[src/rtl/bcd_pkg.sv]
// Shared types and helpers for the sequential binary-to-BCD converter.
//   DIGIT_W           : width of one BCD digit
//   bcd_state_e       : converter FSM states
//   bcd_digits_needed : decimal digits needed to hold 2^width - 1
package bcd_pkg;

  localparam int unsigned DIGIT_W = 4;

  typedef enum logic [1:0] {
    IDLE  = 2'd0,
    SHIFT = 2'd1,
    DONE  = 2'd2
  } bcd_state_e;

  // Smallest d with 10^d >= 2^width. Valid for width <= 63.
  function automatic int unsigned bcd_digits_needed(input int unsigned width);
    longint unsigned pow2;
    longint unsigned limit;
    int unsigned     d;
    pow2  = 64'(1) << width;
    limit = 64'd10;
    d     = 1;
    while (limit < pow2) begin
      limit = limit * 64'd10;
      d++;
    end
    return d;
  endfunction

endpackage

[src/rtl/bcd_dabble_digit.sv]
// One double-dabble cell: adds 3 to a BCD digit that is 5 or more.
//   digit      : current 4-bit digit
//   adjusted_c : digit after the add-3 correction (combinational)
module bcd_dabble_digit
  import bcd_pkg::*;
(
  input  logic [DIGIT_W-1:0] digit,
  output logic [DIGIT_W-1:0] adjusted_c
);

  // No carry out of the cell; a valid digit never exceeds 12 after the add.
  assign adjusted_c = (digit >= DIGIT_W'(5)) ? digit + DIGIT_W'(3) : digit;

endmodule

[src/rtl/binary_bcd_seq.sv]
// Sequential binary-to-BCD converter (shift-and-add-3, one bit per clock).
//   clk, rst  : clock, synchronous active-high reset
//   in_valid  : operand in_data offered
//   in_ready  : converter idle and accepting an operand
//   in_data   : unsigned binary operand (WIDTH bits)
//   out_valid : out_bcd / out_ndig hold a finished result
//   out_ready : consumer takes the result
//   out_bcd   : packed BCD, digit 0 (ones) in bits [3:0]
//   out_ndig  : number of significant digits, 1 for zero
module binary_bcd_seq
  import bcd_pkg::*;
#(
  parameter int unsigned WIDTH  = 8,
  parameter int unsigned DIGITS = 3
) (
  input  logic                          clk,
  input  logic                          rst,
  input  logic                          in_valid,
  output logic                          in_ready,
  input  logic [WIDTH-1:0]              in_data,
  output logic                          out_valid,
  input  logic                          out_ready,
  output logic [DIGIT_W*DIGITS-1:0]     out_bcd,
  output logic [$clog2(DIGITS+1)-1:0]   out_ndig
);

  localparam int unsigned BW = DIGIT_W * DIGITS;
  localparam int unsigned CW = $clog2(WIDTH + 1);
  localparam int unsigned NW = $clog2(DIGITS + 1);

  // Reject parameter sets whose digit count cannot hold the largest operand.
  if (WIDTH < 1 || WIDTH > 63) begin : g_bad_width
    $error("binary_bcd_seq: WIDTH must be in 1..63");
  end else if (DIGITS < bcd_digits_needed(WIDTH)) begin : g_bad_digits
    $error("binary_bcd_seq: DIGITS too small for 2^WIDTH-1");
  end

  bcd_state_e       state;
  logic [WIDTH-1:0] bin_reg;
  logic [BW-1:0]    bcd_reg;
  logic [CW-1:0]    cnt;
  logic [BW-1:0]    adj_c;
  logic [BW-1:0]    bcd_next_c;

  // Per-digit add-3 correction applied before each shift.
  for (genvar k = 0; k < DIGITS; k++) begin : g_digit
    bcd_dabble_digit u_digit (
      .digit      (bcd_reg[DIGIT_W*k +: DIGIT_W]),
      .adjusted_c (adj_c[DIGIT_W*k +: DIGIT_W])
    );
  end

  // Shift corrected BCD left, pulling in the binary MSB; top bit falls off.
  assign bcd_next_c = (adj_c << 1) | BW'(bin_reg[WIDTH-1]);

  // Index of highest nonzero digit plus one, minimum 1.
  function automatic logic [NW-1:0] count_digits(input logic [BW-1:0] v);
    logic [NW-1:0] n;
    n = NW'(1);
    for (int k = 0; k < int'(DIGITS); k++) begin
      if (v[DIGIT_W*k +: DIGIT_W] != '0) n = NW'(k + 1);
    end
    return n;
  endfunction

  // Converter FSM with registered handshake and result outputs.
  always_ff @(posedge clk) begin
    if (rst) begin
      state     <= IDLE;
      bin_reg   <= '0;
      bcd_reg   <= '0;
      cnt       <= '0;
      in_ready  <= 1'b1;
      out_valid <= 1'b0;
      out_bcd   <= '0;
      out_ndig  <= NW'(1);
    end else begin
      case (state)
        IDLE: begin
          if (in_valid) begin
            bin_reg  <= in_data;
            bcd_reg  <= '0;
            cnt      <= CW'(WIDTH);
            in_ready <= 1'b0;
            state    <= SHIFT;
          end
        end
        SHIFT: begin
          bin_reg <= bin_reg << 1;
          bcd_reg <= bcd_next_c;
          cnt     <= cnt - CW'(1);
          if (cnt == CW'(1)) begin
            out_bcd   <= bcd_next_c;
            out_ndig  <= count_digits(bcd_next_c);
            out_valid <= 1'b1;
            state     <= DONE;
          end
        end
        DONE: begin
          if (out_ready) begin
            out_valid <= 1'b0;
            in_ready  <= 1'b1;
            state     <= IDLE;
          end
        end
        default: begin
          out_valid <= 1'b0;
          in_ready  <= 1'b1;
          state     <= IDLE;
        end
      endcase
    end
  end

endmodule

[config.mk]
export PLATFORM = sky130hd
export DESIGN_NAME = binary_bcd_seq
export DESIGN_NICKNAME = d
export VERILOG_FILES = /design/src/rtl/bcd_pkg.sv /design/src/rtl/bcd_dabble_digit.sv /design/src/rtl/binary_bcd_seq.sv
export SDC_FILE = /design/constraint.sdc
export NUM_CORES = 1
export LEC_CHECK = 0
export ABC_AREA = 1
export BUFFER_PORTS_ARGS = -buffer_cell sky130_fd_sc_hd__buf_4
export CAP_MARGIN = 30
export CORE_ASPECT_RATIO = 0.9
export CORE_MARGIN = 10
export CORE_UTILIZATION = 40
export DETAILED_ROUTE_END_ITERATION = 7
export SYNTH_ARGS = -nofsm -noshare
export SYNTH_HDL_FRONTEND = slang
export SYNTH_SLANG_ARGS = --single-unit
[constraint.sdc]
create_clock -name clk -period 2.5 [get_ports clk]
set_input_delay 0.375 -clock clk [delete_from_list [all_inputs] [get_ports clk]]
set_output_delay 0.375 -clock clk [all_outputs]
set_load 0.005 [all_outputs]
==> reports/results.txt <==
first-pass GRT wire length: 7.886 mm
global route overflow: 0
core area: 4925 um^2
FF-to-FF Start: state[0]
maximum VDD drop: 342.6 uV
Final ANT Viol Nets: 0
Hold Path End: bin_reg[0]
FF+latch count, synth: 42
Tot GR Track Use: 11.47%
Worst Path Required: 2.69 ns
chip height: 88.12 um
setup slack at placement: 0.8008 ns
Slew Limit Fails: 0
CTS sink cnt: 42
Hold Startpoint: in_data[0]
Worst Setup Path Type: register to register
DP HPWL: 3.409 mm
Critical Path Start Type: register
number of input and output port buffers inserted: 27
r2r endpoint: out_ndig[0]
power per standard cell area: 551.9 nW/um^2
status: finished, final reports clean
clk_skew: 0.006401 ns
worst hold path type: input pin to register
initial antenna violation count: 0
simple-gate share of the synthesized area: 23.60%
Vias/cell: 4.967
max frequency: 588.3 MHz
post-synthesis cell count: 277
routed wire length: 4.571 mm
CTS tree: done
DR vias: 1818
dpl cell area: 2276 um^2
Post-Synth Adder-Cell Area: 4.854%
fillers: 533
PostCTS Resize Cnt: 0
Synth Net Count: 297
Net Sw Frac: 25.95%
clock root cell: clkbuf_8
Cell Area, Synth: 2062 um^2
post-route clock period utilization: 68.00%
P_int: 0.0009613 W
Initial DRT Pass Iterations: 4
Final Wtd Congestion: 0.8526
R2R setup slack: 0.80 ns
Hold Slack: 0.3689 ns
IO Pins: 28
Worst slew margin: 74.39%
Crit Path Max Fanout: 26
P_sw: 0.0003369 W
largest net degree at the start of global routing: 27
per-cell routed wire length: 12.49 um
unrepaired setup endpoints after global routing: false
final setup fails: 0
Worst Path Arrival: 1.89 ns
clock power share: 31.2%
Final Hold Viols: 0
count of maximum capacitance violations: 0
Compound-Gate Fraction of Synth Area: 20.15%
post-CTS setup repair buffer count: 0
transition time of the tightest slew-check pin: 0.3801 ns
post-route setup TNS: 0 ns
Mean Syn Cell Area: 7.444 um^2
Initial Util: 41.87%
Tot Pwr: 0.001298 W
yosys warns: 0
Leakage: 1.009 nW
H-Tree Depth: 2
DRC viols: 0
largest family of logic cells by synthesized area: simple AND/OR/NAND/NOR gates
die area: 8431 um^2
final instance area: 2352 um^2
insertion delay to the later sink of the worst-skew pair: 0.29 ns
Seq pwr share: 55.4%
CTS buffer count: 5
post-synthesis mux area share: 0%
hold buffer count at CTS: 0
Final min period: 1.700 ns
Post-Synth XOR/XNOR Area: 0.4248%
initial DRC count: 69
Yosys cell types: 28
Worst-path clk slew: 0.07 ns
Worst Reg-to-Reg Cells: 7
logic gate share of total power: 13.4%
fin nets: 321
layout cell share with drive strength beyond 1: 16.28%
crit end category: register
hold path cells: 3
Layout area overhead: 14.08%
CTS max path bufs: 2
# rows: 24
Chip Width: 95.68 um
min setup slack post-route: 0.8001 ns
vias in the first global route: 1783
sequential fraction of the synthesis area: 40.78%
antenna fix cells: 0
==> cells in the mapped netlist <==
cell | number | area, um^2
a211oi_2 | 1 | 12.51
a21oi_1 | 29 | 145.1
a21oi_2 | 5 | 43.79
a221oi_2 | 1 | 15.01
a31oi_1 | 3 | 18.77
and2_1 | 1 | 6.260
buf_2 | 2 | 10.01
buf_4 | 1 | 7.510
buf_6 | 4 | 45.04
clkbuf_1 | 4 | 15.01
dfxtp_1 | 42 | 840.8
ha_1 | 8 | 100.1
inv_1 | 30 | 112.6
inv_2 | 3 | 11.26
inv_6 | 1 | 8.760
nand2_1 | 62 | 232.7
nand2_2 | 1 | 6.260
nand2_4 | 1 | 11.26
nand3_1 | 12 | 60.06
nand4_1 | 7 | 43.79
nor2_1 | 20 | 75.07
nor2_8 | 2 | 40.04
nor3_1 | 1 | 5.000
o21ai_0 | 16 | 80.08
o21ai_1 | 10 | 50.05
o22ai_1 | 8 | 50.05
or2_2 | 1 | 6.260
xor2_1 | 1 | 8.760
==> cell usage in the layout, fill, tap and decap left out <==
master | synthesis | routed
a21oi_2 | 5 | 5
nand2_2 | 1 | 1
o21ai_1 | 10 | 10
nand2_4 | 1 | 1
inv_1 | 30 | 30
clkbuf_1 | 4 | 2
a211oi_2 | 1 | 1
inv_6 | 1 | 1
buf_4 | 1 | 28
inv_2 | 3 | 3
and2_1 | 1 | 1
a221oi_2 | 1 | 1
clkbuf_8 | 0 | 5
o21ai_0 | 16 | 16
nor3_1 | 1 | 1
or2_2 | 1 | 1
nor2_8 | 2 | 2
a31oi_1 | 3 | 3
nand2_1 | 62 | 62
o22ai_1 | 8 | 8
ha_1 | 8 | 8
nand4_1 | 7 | 7
xor2_1 | 1 | 1
a21oi_1 | 29 | 29
nand3_1 | 12 | 12
dfxtp_1 | 42 | 42
nor2_1 | 20 | 20
==> worst max-delay path, cell delays in order (launching register included) <==
cell     delay [ns]
dfxtp_1        0.34
inv_2          0.11
nor2_8         0.30
inv_6          0.09
nor2_8         0.35
inv_1          0.17
a21oi_1        0.17
nand2_1        0.06
==> kinds of logic (layout without fill, tap and decap cells) <==
logic type | Yosys count | after routing
simple gates | 108 | 108
compound gates | 73 | 73
buf+inv | 45 | 69
flops | 42 | 42
fa+ha+maj | 8 | 8
xor+xnor | 1 | 1
==> layout make-up <==
class / count / area [um^2] / area share [%]
tap: 65 / 81.33 / 3.457
clock buffer: 7 / 76.32 / 3.245
sequential: 42 / 840.8 / 35.74
multi-input combinational: 190 / 1011 / 42.98
timing repair buffer: 28 / 210.2 / 8.936
inverter: 34 / 132.6 / 5.638
==> metal layers <==
layer  vias up  part of all wire [%]  global-route usage [%]
met3         7                   4.7                   2.908
met1       808                    46                   13.86
li1        963                     -                       -
met2        40                    48                   19.25
met4         0                   1.1                   4.016
met5         -                     0                       0
==> through the flow <==
stage	util [%]	instances
after global routing	47.76	366
final	47.76	366
after CTS	47.76	366
after floorplan	-	277
after detailed placement	46.21	359
after global placement	46.21	359
==> power groups by stage <==
stage	clock network (W)	registers (W)	logic, W
floorplan	0	0.000733	0.000130
global placement	0	0.000737	0.000174
detailed placement	0	0.000736	0.000175
CTS	0.000422	0.000720	0.000176
global route	0.000445	0.000725	0.000199
finish	0.000405	0.000720	0.000173
==> worst max path at each step <==
| stage | depth (start not counted) | slack (ns) | to | from |
|---|---|---|---|---|
| finish | 7 | 0.80 | out_ndig[0] | state[0] |
| global route | 7 | 0.59 | out_ndig[0] | state[0] |
| CTS | 7 | 0.78 | out_ndig[0] | state[0] |
| detailed placement | 7 | 0.80 | out_ndig[0] | state[0] |
| global placement | 7 | 0.87 | out_ndig[0] | cnt[1] |
| floorplan | 12 | 1.08 | out_ndig[0] | bcd_reg[8] |
Note: power is estimated with default switching activity, not from simulation.
